<file path="src/rtl/seven_segment_capture.sv">
// Recovers hex digits, dots and link health from a sampled active-low multiplexed seven-segment scan.
// Latency: pin change held steady appears on outputs STABLE_CYCLES+2 edges after first sampling edge; no backpressure.
module seven_segment_capture #(
  parameter int NUM_SEGMENTS   = 4,
  parameter int STABLE_CYCLES  = 8,
  parameter int TIMEOUT_CYCLES = 2000000
) (
  input  logic                         i_clk,
  input  logic                         i_reset,
  input  logic [NUM_SEGMENTS-1:0]      i_anode,
  input  logic [7:0]                   i_cathode,
  output logic [NUM_SEGMENTS-1:0][3:0] o_encoded,
  output logic [NUM_SEGMENTS-1:0]      o_digit_point,
  output logic [NUM_SEGMENTS-1:0]      o_digit_valid,
  output logic                         o_frame_done,
  output logic                         o_decode_error,
  output logic                         o_multi_anode_error,
  output logic                         o_link_lost
);

  localparam int CW = $clog2(STABLE_CYCLES + 1);
  localparam int TW = $clog2(TIMEOUT_CYCLES + 1);
  localparam int SW = NUM_SEGMENTS + 8;

  logic [NUM_SEGMENTS-1:0]      r_anode_m, r_anode_s;
  logic [7:0]                   r_cath_m, r_cath_s;
  logic [1:0]                   r_sync_vld;
  logic [SW-1:0]                r_prev;
  logic [CW-1:0]                r_cnt;
  logic [TW-1:0]                r_idle;
  logic [NUM_SEGMENTS-1:0]      r_mask;
  logic [NUM_SEGMENTS-1:0][3:0] r_encoded;
  logic [NUM_SEGMENTS-1:0]      r_point;
  logic [NUM_SEGMENTS-1:0]      r_valid;
  logic                         r_frame_done;
  logic                         r_decode_error;
  logic                         r_multi_error;
  logic                         r_link_lost;

  function automatic logic [4:0] decode_glyph(input logic [6:0] seg);
    logic [4:0] res;
    case (seg)
      7'h3F: res = 5'h10; 7'h06: res = 5'h11; 7'h5B: res = 5'h12; 7'h4F: res = 5'h13;
      7'h66: res = 5'h14; 7'h6D: res = 5'h15; 7'h7D: res = 5'h16; 7'h07: res = 5'h17;
      7'h7F: res = 5'h18; 7'h6F: res = 5'h19; 7'h77: res = 5'h1A; 7'h7C: res = 5'h1B;
      7'h39: res = 5'h1C; 7'h5E: res = 5'h1D; 7'h79: res = 5'h1E; 7'h71: res = 5'h1F;
      default: res = 5'h00;
    endcase
    return res;
  endfunction

  logic [SW-1:0]           w_samp;
  logic                    w_same;
  logic                    w_accept;
  logic                    w_one_low;
  logic                    w_multi_low;
  logic                    w_digit_acc;
  logic [NUM_SEGMENTS-1:0] w_sel;
  logic [4:0]              w_glyph;
  logic                    w_blank;
  logic                    w_timeout;
  logic [NUM_SEGMENTS-1:0] w_mask_next;

  assign w_samp      = {r_anode_s, r_cath_s};
  assign w_same      = (w_samp == r_prev);
  // The sync-valid gate keeps the cleared sync flops (all anodes low) from being accepted after reset.
  assign w_accept    = r_sync_vld[1] && w_same && (r_cnt == CW'(STABLE_CYCLES - 1));
  assign w_sel       = ~r_anode_s;
  assign w_one_low   = $onehot(w_sel);
  assign w_multi_low = (w_sel != '0) && !w_one_low;
  assign w_digit_acc = w_accept && w_one_low;
  assign w_glyph     = decode_glyph(~r_cath_s[6:0]);
  assign w_blank     = (r_cath_s[6:0] == 7'h7F);
  assign w_timeout   = !w_digit_acc && (r_idle == TW'(TIMEOUT_CYCLES - 1));

  always_comb begin
    w_mask_next = (&r_mask) ? '0 : r_mask;
    if (w_digit_acc && (w_glyph[4] || w_blank)) w_mask_next = w_mask_next | w_sel;
  end

  always_ff @(posedge i_clk) begin
    if (i_reset) begin
      r_anode_m      <= '0;
      r_anode_s      <= '0;
      r_cath_m       <= '0;
      r_cath_s       <= '0;
      r_sync_vld     <= '0;
      r_prev         <= '0;
      r_cnt          <= '0;
      r_idle         <= '0;
      r_mask         <= '0;
      r_encoded      <= '0;
      r_point        <= '0;
      r_valid        <= '0;
      r_frame_done   <= 1'b0;
      r_decode_error <= 1'b0;
      r_multi_error  <= 1'b0;
      r_link_lost    <= 1'b0;
    end else begin
      r_anode_m    <= i_anode;
      r_anode_s    <= r_anode_m;
      r_cath_m     <= i_cathode;
      r_cath_s     <= r_cath_m;
      r_sync_vld   <= {r_sync_vld[0], 1'b1};
      r_prev       <= w_samp;
      r_frame_done <= &r_mask;
      r_mask       <= w_mask_next;

      if (!r_sync_vld[1])                r_cnt <= '0;
      else if (r_cnt == '0 || !w_same)   r_cnt <= CW'(1);
      else if (r_cnt != CW'(STABLE_CYCLES)) r_cnt <= r_cnt + CW'(1);

      if (w_accept && w_multi_low) r_multi_error <= 1'b1;

      if (w_digit_acc) begin
        r_idle      <= '0;
        r_link_lost <= 1'b0;
        for (int i = 0; i < NUM_SEGMENTS; i++) begin
          if (w_sel[i]) begin
            if (w_glyph[4]) begin
              r_encoded[i] <= w_glyph[3:0];
              r_point[i]   <= ~r_cath_s[7];
              r_valid[i]   <= 1'b1;
            end else if (w_blank) begin
              r_point[i]   <= ~r_cath_s[7];
              r_valid[i]   <= 1'b0;
            end else begin
              r_valid[i]     <= 1'b0;
              r_decode_error <= 1'b1;
            end
          end
        end
      end else if (w_timeout) begin
        r_idle      <= r_idle + TW'(1);
        r_link_lost <= 1'b1;
        r_valid     <= '0;
        r_mask      <= '0;
      end else if (r_idle != TW'(TIMEOUT_CYCLES)) begin
        r_idle <= r_idle + TW'(1);
      end
    end
  end

  assign o_encoded           = r_encoded;
  assign o_digit_point       = r_point;
  assign o_digit_valid       = r_valid;
  assign o_frame_done        = r_frame_done;
  assign o_decode_error      = r_decode_error;
  assign o_multi_anode_error = r_multi_error;
  assign o_link_lost         = r_link_lost;

endmodule

</file>
<file path="config.mk">
export PLATFORM = sky130hd
export DESIGN_NAME = seven_segment_capture
export DESIGN_NICKNAME = d
export VERILOG_FILES = /design/src/rtl/seven_segment_capture.sv
export SDC_FILE = /design/constraint.sdc
export NUM_CORES = 1
export LEC_CHECK = 0
export BUFFER_PORTS_ARGS = -buffer_cell sky130_fd_sc_hd__buf_2
export CORE_ASPECT_RATIO = 1.75
export CORE_MARGIN = 1.5
export CORE_UTILIZATION = 39
export CTS_BUF_LIST = sky130_fd_sc_hd__clkbuf_16
export CTS_CLUSTER_DIAMETER = 60
export DETAILED_ROUTE_END_ITERATION = 6
export GPL_TIMING_DRIVEN = 0
export PLACE_DENSITY = 0.63
export SETUP_SLACK_MARGIN = 0.2
export SYNTH_ARGS = -nofsm -noshare
export SYNTH_HDL_FRONTEND = slang
export SYNTH_SLANG_ARGS = --single-unit
</file>
<file path="constraint.sdc">
create_clock -name i_clk -period 3.4 [get_ports i_clk]
set_input_delay 0.68 -clock i_clk [delete_from_list [all_inputs] [get_ports i_clk]]
set_output_delay 0.68 -clock i_clk [all_outputs]
set_load 0.05 [all_outputs]
</file>
; ---- Word level (Yosys, flattened, before mapping)
; Index checks and enable logic that the tools add are counted.
[classes]
bitwise = 5
reduce_logical = 34
n_addsub = 5
eq_ne = 27
muxes = 31
[op_table]
columns = operator, count
row1 = "7-bit equality test, second input constant", 13
row2 = 5-bit case mux with 16 select lines, 1
row3 = 21-bit two-way mux, 2
row4 = 4-bit two-way mux, 6
row5 = 3-bit AND reduction, 8
row6 = 1-bit two-way mux, 22
row7 = "21-bit by 1-bit adder with 21-bit output, second input constant", 1
row8 = "21-bit equality test, second input constant", 1
row9 = "21-bit inequality test, second input constant", 1
row10 = "7-bit by 3-bit equality test with 1-bit output, second input constant", 2
row11 = "7-bit by 6-bit equality test with 1-bit output, second input constant", 2
row12 = 12-bit equality test, 1
row13 = "2-bit by 1-bit inequality test with 1-bit output, second input constant", 4
row14 = 2-bit AND reduction, 4
row15 = 2-bit nonzero test, 4
row16 = 1-bit logical AND, 7
row17 = 7-bit NOT, 1
row18 = 1-bit by 1-bit adder with 2-bit output, 2
row19 = "4-bit by 1-bit adder with 4-bit output, second input constant", 1
row20 = "4-bit by 3-bit equality test with 1-bit output, second input constant", 1
row21 = 4-bit logical NOT, 1
row22 = "4-bit inequality test, second input constant", 1
row23 = 4-bit NOT, 1
row24 = 4-bit bitwise OR, 1
row25 = 9 further kinds, 14
[word_totals]
reg_bits = 95
output_inout_bits = 28

; ---- Longest topological paths before layout
; Gate-level depths: netlist of run 1.
[depth]
word_depth = 14
depth_mapped = 10
depth_no_buf = 9

; ---- Worst setup path after synthesis of run 1
; Ideal clock, no wire load.
[synth_timing]
path_type = register -> register
start = reg r_anode_s[0]
end = reg r_point[2], in the netlist o_digit_point[2]
setup_time_ps = 115
t_required_ps = 3285
path_slack_ps = 471
synth_period_minus_slack_ps = 2929
arrival_time_ps = 2814
stages_incl_launch_ff = 11
n_path_buf = 1
cell_sequence = dfxtp_1 fa_1 inv_1 ha_1 ha_1 nor4b_1 or4b_1 clkbuf_1 nor2_1 nand2_1 a31o_1
[synth_via]
elab_chain_cells = 6
elab_cells_between_ends = 9
[synth_lines]
columns = item, line
row1 = "start, declared", 25  ; logic [NUM_SEGMENTS-1:0] r_anode_m, r_anode_s;
row2 = "start signal, assigned", 101  ; r_anode_s <= r_anode_m;
row3 = 4-bit NOT, 68  ; assign w_sel = ~r_anode_s;
row4 = 1-bit by 1-bit adder with 2-bit output (implied by the code), 69  ; assign w_one_low = $onehot(w_sel);
row5 = 2-bit by 2-bit adder with 3-bit output (implied by the code), 69
row6 = 3-bit by 1-bit equality test with 1-bit output, 69
row7 = 1-bit logical AND *, 71  ; assign w_digit_acc = w_accept && w_one_low;
row8 = 3-bit AND reduction (no source line) *, --
row9 = "end signal, assigned by index", 122  ; r_point[i] <= ~r_cath_s[7];
row10 = "end signal, assigned by index", 125  ; r_point[i] <= ~r_cath_s[7];
row11 = "end, declared", 33  ; logic [NUM_SEGMENTS-1:0] r_point;
; Mark *: on every way between the ends. The rest lies on a longest branch, timed or not.
; A chain may end at the register's enable or synchronous reset.

; ---- Worst setup path after layout of run 1
[layout_timing]
start = reg r_anode_s[0]
end = reg r_point[1], in the netlist o_digit_point[1]
; The elaborated chain is that of the path after synthesis.

==> flow_metrics.py, run 1 <==
metrics = {
    "worst_setup_path": {
        "cp_common_cell": "ha_1",
        "worst_setup_path_startpoint": "r_anode_s[0]",
        "reg2reg_from": "r_anode_s[0]",
        "crit_type": "reg -> reg",
        "critPathTopFamily": "simple AND/OR/NAND/NOR gates",
        "crit_fanout": 7,
        "cp_data_required_time_ns": 3.63,
        "critical_path.endpoint_type": "register",
        "timing.critical_path.slowest_stage_cell": "fa_1",
        "reg2reg_setup_slack_ns": 0.35,
        "crit_path_start_kind": "register",
        "worstPathCellList": "fa_1 > inv_1 > ha_1 > ha_1 > nor4b_2 > or4b_1 > buf_2 > nor2_4 > nand2_1 > a31o_1",
        "timing.critical_path.slowest_cell_delay_ns": 0.55,
        "worstPathBufferInverterCount": 2,
        "worst-endpoint-arrival_ns": 3.29,
    },
    "floorplan": {
        "initial_utilization_pct": 40.2,
        "fp-row-count": 48,
        "die_ar_sq_mm": 0.0108,
        "io_pins": 42,
        "die_h_microns": 136,
        "die_w_microns": 79.1,
        "standard_cell_core_area_sq_mm": 0.00985,
    },
    "synth": {
        "post_synth_inst_count": 424,
        "synthDistinctLibCells": 48,
        "synth_enable_flop_cells": 0,
        "synth_seq_area_share_pct": 48.1,
        "yosys_most_used_dff": "dfxtp_1",
        "synth.avg_cell_area_sq_um": 9.33,
        "synth_async_reset_ratio_pct": 0,
        "synthesis.yosys.warnings": 0,
        "syn-num-nets": 446,
        "ys_seq_elements": 95,
        "syn-cell-area_sq_mm": 0.00396,
    },
    "grt": {
        "grt_first_pass_wirelength_microns": 13500,
        "gr-usage-met1_pct": 17.0,
        "groute.layer.met2.usage_pct": 29.2,
        "grt_pass1_vias": 2935,
        "grt_use_total_pct": 16.0,
        "grt.busiest_layer": "met2",
        "pin_count_of_the_biggest_net_entering_global_routing": 15,
        "gr-usage-met3_pct": 4.50,
        "grt_antenna_before_repair": 0,
        "global_route.overflow_total": 0,
    },
    "routing": {
        "detailedRoute.firstIterationViolations": 122,
        "route.final.wire_length_microns": 8230,
        "drt_first_pass_iters": 6,
        "number_of_antenna_violating_nets_in_the_routed_design": 0,
        "route.detailed.wl_per_inst_microns": 13.6,
        "routed_via_density": 5.08,
        "via_count": 3074,
        "remaining_drcs": 0,
    },
    "cts": {
        "number_of_hold_buffers_added_after_cts": 0,
        "numCtsBuffers": 9,
        "clk_path_buf_depth": 2,
        "clock-sinks": 95,
        "clk_pin_slew_ns": 0.07,
        "clock_tree.htree_level_count": 3,
        "tritoncts": "done",
        "clock-root-buffer": "clkbuf_16",
        "cts_setup_buffers": 0,
        "clock_insertion_delay_worst_skew_ns": 0.34,
    },
    "sta": {
        "final_period_minus_worst_setup_slack_ns": 3.05,
        "setup-violations-final": 0,
        "finClkSkew_ns": 0.00923,
        "fin_tns_setup_ns": 0,
        "final_hold_viol_count": 0,
        "tightestPinTransition_ns": 0.648,
        "max_freq_mhz": 328,
        "worst_slew_margin_rel_pct": 56.4,
        "ratio_of_final_minimum_period_to_clock_period_pct": 89.8,
        "setup_repair_after_global_routing_missed_its_margin": "no",
        "final-max-slew-violation-count": 0,
    },
    "cells_and_area": {
        "antenna-diode-count": 0,
        "regArea_sq_mm": 0.00191,
        "fin_nets": 498,
        "most-common-layout-cells": "dfxtp_1 (92), buf_2 (48), nand2_1 (41), nor2b_1 (38), nor2_1 (38)",
        "fillerInstances": 974,
        "finish.instance_area_sq_mm": 0.00464,
        "multi_input_area_sq_mm": 0.00194,
        "most_common_cell_after_layout_fill_and_taps_aside": "dfxtp_1",
        "drive_gt1_share_pct": 16.5,
        "syn2layout_area_growth_pct": 17.2,
        "layoutNonFillerInstCount": 605,
    },
    "power_and_ir_drop": {
        "vdd_drop_max_uv": 321,
        "power.density_cell_area_mw_per_mm2": 486,
        "comb_power_share_pct": 6.1,
        "total_leakage_power_nw": 1.85,
        "p_clk_share_pct": 42.8,
        "internal_power_mw": 1.75,
        "report.power.total_mw": 2.25,
        "p_switching_uw": 504,
        "p_seq_share_pct": 51.1,
        "swShare_pct": 22.4,
    },
    "placement": {
        "numPlacedInstances": 590,
        "dpl.hpwl_microns": 6120,
        "gp_congestion": 0.805,
        "placed_cell_area_sq_mm": 0.00432,
        "numPortBuffers": 41,
    },
    "run": {
        "max_cap_viol_count": 0,
    },
    "status": {
        "status": "completed",
    },
    "worst_hold_path": {
        "hold_path.class": "reg -> reg",
        "worst_hold_startpoint": "r_anode_m[3]",
    },
}
worst paths after layout:
| check | to | cells past startpoint |
|---|---|---|
| min | r_anode_s[3] | 1 |
| min reg2reg | r_anode_s[3] | 1 |
| max reg2reg | o_digit_point[1] | 10 |
| max | o_digit_point[1] | 10 |
synthesized netlist by cell type (all sizes together), types with 2 or more instances:
library cell / count / area share, %
a211oi: 3 / 0.57
a21oi: 15 / 1.9
a31o: 5 / 1.1
and2: 2 / 0.32
and3: 8 / 1.3
and4: 7 / 1.5
buf: 12 / 1.8
clkbuf: 10 / 0.95
dfxtp: 95 / 48
ha: 7 / 2.2
inv: 11 / 1.0
mux2i: 18 / 4.6
nand2: 42 / 4.0
nand2b: 3 / 0.47
nand3: 8 / 1.0
nand4: 10 / 1.6
nor2: 42 / 4.2
nor2b: 38 / 6.0
nor3: 8 / 1.0
nor3b: 2 / 0.38
nor4: 4 / 0.63
nor4b: 4 / 0.89
nor4bb: 3 / 0.76
o211ai: 2 / 0.38
o21ai: 11 / 1.4
or3: 4 / 0.63
or4: 2 / 0.47
or4b: 2 / 0.51
xnor2: 19 / 4.2
xor2: 15 / 3.3
flip-flops by register name, summed over array words and instances, names as in the netlist, 8 cells and up:
signal and count:
r_idle 21, o_encoded 16, r_prev 12, r_cath_m 8
r_cath_s 8
metrics by stage:
stage          setup slack, ns  hold WS, ns  util, %
2_1_floorplan            0.471        0.414        -
3_3_place_gp             0.184        0.419     43.8
3_5_place_dp             0.113        0.421     43.8
4_1_cts                  0.205        0.435     46.9
5_1_grt                  0.239        0.449     47.1
6_report                 0.347        0.431     47.1
layout make-up:
class                      instances  share of cell area, %
clock buffer                       9                   4.86
buffer                            22                   2.45
tap                              125                   3.37
clock inverter                     6                   1.19
sequential                        95                   41.1
multi-input combinational        296                   41.7
inverter                          11                  0.890
timing repair buffer              41                   4.42
cells by family (layout without fill, tap and decap cells):
| kind of cell | count (synthesis) | count (layout) | synth area share [%] |
|---|---|---|---|
| AND/OR/NAND/NOR | 192 | 192 | 26.2 |
| XOR/XNOR | 34 | 34 | 7.53 |
| multiplexers | 18 | 18 | 4.55 |
| adder cells (fa/ha/maj) | 8 | 8 | 2.72 |
| buffers and inverters | 33 | 89 | 3.76 |
| AO/OA/AOI/OAI | 44 | 44 | 7.15 |
| flip-flops | 95 | 95 | 48.1 |
routing by layer:
layer,part of all wire (%),wire length (microns),vias to the layer above
met5,0,0,-
met2,53,4360,56
met3,3.2,264,15
met4,2.0,167,0
met1,42,3440,1453
li1,-,-,1550
timing repair:
action                     in CTS  in global routing
resized for setup               6                  8
setup endpoints to repair      25                 32
pin swaps                       0                  0
power by group through the flow:
| stage | combinational, mW | clock, mW | sequential [mW] |
|---|---|---|---|
| floorplan | 0.0980 | 0 | 1.17 |
| global placement | 0.133 | 0 | 1.17 |
| detailed placement | 0.136 | 0 | 1.18 |
| CTS | 0.138 | 0.986 | 1.15 |
| global route | 0.154 | 1.03 | 1.15 |
| finish | 0.137 | 0.964 | 1.15 |
Note: power is estimated with default switching activity, not from simulation.
==> run 2, diff against run 1 <==
--- a/config.mk
+++ b/config.mk
@@ -5,6 +5,8 @@
 export SDC_FILE = /design/constraint.sdc
 export NUM_CORES = 1
 export LEC_CHECK = 0
+export ABC_AREA = 1
+export ABC_CLOCK_PERIOD_IN_PS = 3400
 export BUFFER_PORTS_ARGS = -buffer_cell sky130_fd_sc_hd__buf_2
 export CORE_ASPECT_RATIO = 1.75
 export CORE_MARGIN = 1.5
==> flow_metrics.py, run 2 <==
metrics = {
    "cts": {
        "clock_tree.htree_level_count": 3,
        "clock-root-buffer": "clkbuf_16",
        "clk_pin_slew_ns": 0.07,
        "cts_setup_buffers": 0,
        "cts.repair.resized": 0,
        "tritoncts": "done",
        "numCtsBuffers": 9,
        "clock-sinks": 95,
        "clk_path_buf_depth": 2,
        "clock_insertion_delay_worst_skew_ns": 0.34,
        "number_of_hold_buffers_added_after_cts": 0,
    },
    "routing": {
        "number_of_antenna_violating_nets_in_the_routed_design": 0,
        "route.detailed.wl_per_inst_microns": 12.5,
        "route.final.wire_length_microns": 9790,
        "routed_via_density": 4.85,
        "detailedRoute.firstIterationViolations": 210,
        "drt_first_pass_iters": 4,
        "remaining_drcs": 0,
        "via_count": 3809,
    },
    "cells_and_area": {
        "largest_reg_by_ff_count": "r_idle",
        "largest_reg_flops": 21,
        "syn2layout_area_growth_pct": 15.8,
        "antenna-diode-count": 0,
        "fin_nets": 672,
        "layoutNonFillerInstCount": 785,
        "most_common_cell_after_layout_fill_and_taps_aside": "nand2_1",
        "drive_gt1_share_pct": 13.7,
        "most-common-layout-cells": "nand2_1 (139), nor2_1 (104), dfxtp_1 (95), inv_1 (83), buf_2 (45)",
    },
    "synth": {
        "yosysMostFrequentCell": "nand2_1",
        "synthesis.yosys.warnings": 0,
        "synth_async_reset_ratio_pct": 0,
        "synthDistinctLibCells": 33,
        "synth.avg_cell_area_sq_um": 7.05,
        "syn-num-nets": 620,
        "synth_seq_area_share_pct": 45.1,
        "post_synth_inst_count": 598,
        "yosys-mux-area-fraction_pct": 0,
        "synth_top_area_share_pct": 45.1,
        "synth_top_area_cell": "dfxtp_1",
        "synth_top_family_by_area": "simple AND/OR/NAND/NOR gates",
        "synth_compound_gate_area_share_pct": 5.52,
        "ys_seq_elements": 95,
        "synth_top_cells_by_area": "dfxtp_1 (45%), nand2_1 (12%), nor2_1 (9.3%)",
        "yosys_most_used_dff": "dfxtp_1",
        "yosys.area_share.xor_xnor_pct": 1.45,
        "synth_enable_flop_cells": 0,
        "synth_top_cells_by_count": "nand2_1 (139), nor2_1 (104), dfxtp_1 (95)",
        "synth-simple-area-share_pct": 35.7,
        "post_synth_fa_ha_maj_area_fraction_pct": 2.55,
        "syn-cell-area_sq_mm": 0.00422,
    },
    "sta": {
        "fin_tns_setup_ns": 0,
        "worst_slew_margin_rel_pct": 60.7,
        "tightestPinTransition_ns": 0.585,
        "final_period_minus_worst_setup_slack_ns": 2.71,
        "final_hold_viol_count": 0,
        "final-max-slew-violation-count": 0,
        "hold-worst-slack_ns": 0.400,
        "setup-violations-final": 0,
        "setup_repair_after_global_routing_missed_its_margin": "no",
        "finClkSkew_ns": 0.00598,
        "ratio_of_final_minimum_period_to_clock_period_pct": 79.6,
        "max_freq_mhz": 369,
    },
    "grt": {
        "gr-usage-met3_pct": 4.10,
        "gr-usage-met1_pct": 17.0,
        "grt.busiest_layer": "met2",
        "grt_antenna_before_repair": 0,
        "groute.layer.met2.usage_pct": 34.1,
        "grt_first_pass_wirelength_microns": 16000,
        "pin_count_of_the_biggest_net_entering_global_routing": 17,
        "global_route.overflow_total": 0,
        "grt_pass1_vias": 3666,
        "grt_use_total_pct": 18.5,
    },
    "power_and_ir_drop": {
        "total_leakage_power_nw": 2.19,
        "swShare_pct": 23.9,
        "comb_power_share_pct": 6.4,
        "vdd_drop_max_uv": 380,
        "internal_power_mw": 1.75,
        "p_clk_share_pct": 43.6,
        "p_switching_uw": 549,
        "power.density_cell_area_mw_per_mm2": 472,
        "p_seq_share_pct": 50.0,
    },
    "run": {
        "max_cap_viol_count": 0,
    },
    "worst_setup_path": {
        "worstPathCellList": "fa_1 > inv_1 > ha_1 > ha_1 > nor2_1 > nand2_1 > inv_1 > nand4_4 > nor2_2 > nand2_1 > nand2_1 > nand2_1 > nor2_1",
        "cp_common_cell": "nand2_1",
        "crit_path_start_kind": "register",
        "reg2reg_setup_slack_ns": 0.69,
        "timing.critical_path.slowest_cell_delay_ns": 0.56,
        "timing.critical_path.slowest_stage_cell": "fa_1",
        "crit_type": "reg -> reg",
        "critical_path.endpoint_type": "register",
        "cp_data_required_time_ns": 3.68,
        "crit_fanout": 6,
        "worst-endpoint-arrival_ns": 2.99,
    },
    "floorplan": {
        "die_w_microns": 81.6,
        "fp-row-count": 50,
        "die_h_microns": 141,
        "die_ar_sq_mm": 0.0115,
        "initial_utilization_pct": 39.6,
        "standard_cell_core_area_sq_mm": 0.0106,
        "io_pins": 42,
    },
    "placement": {
        "numPlacedInstances": 769,
        "dpl.hpwl_microns": 7710,
        "gp_congestion": 0.860,
        "numPortBuffers": 41,
    },
    "status": {
        "status": "completed",
    },
    "worst_hold_path": {
        "hold_path.class": "reg -> reg",
    },
}
## run 2: changes by cell type in the layout (fill, tap and decap cells not counted), sizes merged, moves of 11 or more
cell   previous run  this run
nand2            42       140
inv              13        93
nor2             42       112
nor2b            38         0
nand3             8        45
mux2i            18         0
a21oi            15        32
xnor2            19         3
xor2             15         4
## run 2: cells by family (layout without fill, tap and decap cells)
family / count (synthesis) / in the layout
compound gates: 44 / 44
fa+ha+maj: 8 / 8
buf+inv: 105 / 162
simple gates: 339 / 339
xor+xnor: 7 / 7
flops: 95 / 95
## run 2: worst paths after layout
check,end,startpoint,depth (start not counted)
hold reg to reg,r_cath_s[0],r_cath_m[0],2
setup / recovery,o_digit_point[3],r_anode_s[0],13
hold / removal,r_cath_s[0],r_cath_m[0],2
setup reg to reg,o_digit_point[3],r_anode_s[0],13
## run 2: final cells by class
cell class	instances	area, sq um
Sequential cell	95	1900
Buffer	11	53.8
Fill cell	1110	5750
Timing Repair Buffer	41	205
Clock buffer	9	225
Multi-Input combinational cell	398	1910
Clock inverter	7	73.8
Tap cell	130	163
Inverter	94	353
## run 2: per-stage QoR
stage	instance area (sq um)	power (mW)	utilization [%]	worst slack, ns
5_1_grt	4880	2.40	45.9	0.529
6_report	4880	2.30	45.9	0.693
3_3_place_gp	4580	1.32	43.1	0.752
4_1_cts	4880	2.34	45.9	0.674
3_5_place_dp	4580	1.32	43.1	0.698
2_1_floorplan	4220	1.28	-	1.02
## run 2: power groups by stage
stage / logic (mW) / registers [mW] / clock network, mW
2_1_floorplan: 0.109 / 1.17 / 0
4_1_cts: 0.149 / 1.15 / 1.04
3_5_place_dp: 0.148 / 1.18 / 0
6_report: 0.147 / 1.15 / 1.00
3_3_place_gp: 0.144 / 1.18 / 0
5_1_grt: 0.168 / 1.15 / 1.08
## run 2: per-layer routing
layer | up-vias | wire length, microns
li1 | 1978 | -
met3 | 29 | 347
met4 | 0 | 518
met5 | - | 0
met1 | 1724 | 3610
met2 | 78 | 5310
## run 2: critical path, delay by kind of cell, from the launching register on
kind          cells  cell delay (ns)
simple gates      8             1.06
fa+ha+maj         3             1.00
flops             1             0.40
buf+inv           2             0.18
==> run 3, diff against run 2 <==
--- a/config.mk
+++ b/config.mk
@@ -6,7 +6,7 @@
 export NUM_CORES = 1
 export LEC_CHECK = 0
 export ABC_AREA = 1
-export ABC_CLOCK_PERIOD_IN_PS = 3400
+export ABC_CLOCK_PERIOD_IN_PS = 2400
 export BUFFER_PORTS_ARGS = -buffer_cell sky130_fd_sc_hd__buf_2
 export CORE_ASPECT_RATIO = 1.75
 export CORE_MARGIN = 1.5
@@ -15,7 +15,7 @@
 export CTS_CLUSTER_DIAMETER = 60
 export DETAILED_ROUTE_END_ITERATION = 6
 export GPL_TIMING_DRIVEN = 0
-export PLACE_DENSITY = 0.63
+export PLACE_DENSITY = 0.65
 export SETUP_SLACK_MARGIN = 0.2
 export SYNTH_ARGS = -nofsm -noshare
 export SYNTH_HDL_FRONTEND = slang
==> constraint.sdc (replaced) <==
create_clock -name i_clk -period 2.4 [get_ports i_clk]
set_input_delay 0.48 -clock i_clk [delete_from_list [all_inputs] [get_ports i_clk]]
set_output_delay 0.48 -clock i_clk [all_outputs]
set_load 0.05 [all_outputs]
==> flow_metrics.py, run 3 (synthesis gave the netlist of run 2 again) <==
metrics = {
    "cells_and_area": {
        "largest_reg_by_ff_count": "r_idle",
        "largest_reg_flops": 21,
        "post-route-util_pct": 47.3,
        "antenna-diode-count": 0,
        "syn2layout_area_growth_pct": 19.2,
        "most_common_cell_after_layout_fill_and_taps_aside": "nand2_1",
        "fin_nets": 678,
        "drive_gt1_share_pct": 17.9,
        "most-common-layout-cells": "nand2_1 (131), nor2_1 (101), dfxtp_1 (92), inv_1 (82), buf_2 (43)",
        "layoutNonFillerInstCount": 791,
    },
    "worst_setup_path": {
        "worstPathCellList": "fa_1 > inv_1 > ha_2 > ha_4 > nor2_4 > nand2_2 > inv_2 > nand4_4 > nor2_4 > buf_4 > nand2_2 > a21oi_2",
        "timing.critical_path.slowest_cell_delay_ns": 0.53,
        "critPathTopFamily": "adder cells",
        "crit_type": "reg -> reg",
        "cp_data_required_time_ns": 2.67,
        "reg2reg_setup_slack_ns": 0.05,
        "worst-endpoint-arrival_ns": 2.62,
        "critical_path.endpoint_type": "register",
        "worstPathBufferInverterCount": 3,
        "timing.critical_path.slowest_stage_cell": "fa_1",
        "crit_path_start_kind": "register",
        "crit_fanout": 6,
    },
    "routing": {
        "remaining_drcs": 0,
        "number_of_antenna_violating_nets_in_the_routed_design": 0,
        "detailedRoute.firstIterationViolations": 103,
        "routed_via_density": 4.85,
        "via_count": 3836,
        "route.final.wire_length_microns": 9970,
        "route.detailed.wl_per_inst_microns": 12.6,
        "drt_first_pass_iters": 4,
    },
    "power_and_ir_drop": {
        "power.density_cell_area_mw_per_mm2": 648,
        "total_leakage_power_nw": 2.22,
        "report.power.total_mw": 3.26,
        "vdd_drop_max_uv": 644,
    },
    "floorplan": {
        "fp-row-count": 50,
        "die_w_microns": 81.6,
        "die_h_microns": 141,
        "die_ar_sq_mm": 0.0115,
        "standard_cell_core_area_sq_mm": 0.0106,
        "initial_utilization_pct": 39.6,
        "io_pins": 42,
    },
    "sta": {
        "worst_slew_margin_rel_pct": 59.1,
        "final_hold_viol_count": 0,
        "setup-violations-final": 0,
        "max_freq_mhz": 425,
        "tightestPinTransition_ns": 0.609,
        "final-max-slew-violation-count": 0,
        "ratio_of_final_minimum_period_to_clock_period_pct": 98.1,
        "finClkSkew_ns": 0.00713,
        "setup_repair_after_global_routing_missed_its_margin": "yes",
        "final_period_minus_worst_setup_slack_ns": 2.35,
        "worst_slack_ns": 0.0454,
        "fin_tns_setup_ns": 0,
    },
    "grt": {
        "grt_antenna_before_repair": 0,
        "global_route.overflow_total": 0,
        "grt_pass1_vias": 3791,
        "pin_count_of_the_biggest_net_entering_global_routing": 16,
        "grt_first_pass_wirelength_microns": 16300,
        "grt_use_total_pct": 18.5,
    },
    "cts": {
        "clock-sinks": 95,
        "clock-root-buffer": "clkbuf_16",
        "number_of_hold_buffers_added_after_cts": 0,
        "clock_insertion_delay_worst_skew_ns": 0.34,
        "clk_path_buf_depth": 2,
        "numCtsBuffers": 9,
        "clk_pin_slew_ns": 0.06,
        "clock_tree.htree_level_count": 3,
        "tritoncts": "done",
    },
    "placement": {
        "gp_congestion": 0.881,
        "numPlacedInstances": 769,
        "dp_slack_ns": -0.0982,
        "numPortBuffers": 41,
        "dpl.hpwl_microns": 7730,
    },
    "worst_hold_path": {
        "hold_path.class": "in -> reg",
    },
    "run": {
        "max_cap_viol_count": 0,
    },
    "status": {
        "status": "completed",
    },
}
[run 3: changes by cell type in the layout (fill, tap and decap cells not counted), sizes merged]
cell and change:
nor2 +1, buf +5
[run 3: repair_timing]
item / in CTS / in global routing
endpoints found under the setup margin: 49 / 49
buffers inserted: 3 / 2
gates cloned: 0 / 1
gates resized for setup: 4 / 10
pin swaps: 13 / 4
[run 3: final timing paths]
path / from / to / cells past startpoint
worst min-delay path: i_cathode[7] / r_cath_m[7] / 3
worst max register to register: r_anode_s[0] / o_encoded[15] / 12
worst min register to register: r_anode_m[3] / r_anode_s[3] / 2
worst max-delay path: r_anode_s[0] / o_encoded[15] / 12
[run 3: through the flow]
step	hold slack, ns	instance area [sq um]
floorplan	0.379	4280
global placement	0.382	4640
detailed placement	0.391	4640
CTS	0.326	4960
global route	0.332	5030
finish	0.339	5030
[run 3: final cells by class]
type | instances | area [sq um]
fill | 1099 | 5610
multi-input combinational | 399 | 2010
sequential | 95 | 1910
inverter | 94 | 353
timing repair buffer | 46 | 243
clock buffer | 9 | 225
tap | 130 | 163
clock inverter | 7 | 63.8
buffer | 11 | 58.8
[run 3: power breakdown]
group          leakage (nW)  switching [mW]  total, mW  internal [mW]
Combinational          1.30           0.157      0.237         0.0798
Clock                 0.144           0.593       1.39          0.800
Sequential            0.775          0.0218       1.63           1.61
Total                  2.22           0.772       3.26           2.48
[run 3: worst register-to-register path: cells and delay by family, from the launching register on]
family	cells	cell delay (ns)
compound gates	1	0.11
fa+ha+maj	3	0.94
buf+inv	3	0.26
flops	1	0.35
simple gates	5	0.63
[run 3: per-layer routing]
layer	part of all wire, %	GRT usage [%]	vias up	routed length (microns)
li1	-	-	1987	-
met1	36	17.4	1745	3610
met2	56	34.1	74	5570
met3	2.7	4.30	30	271
met4	5.1	12.0	0	509
met5	0	0	-	0
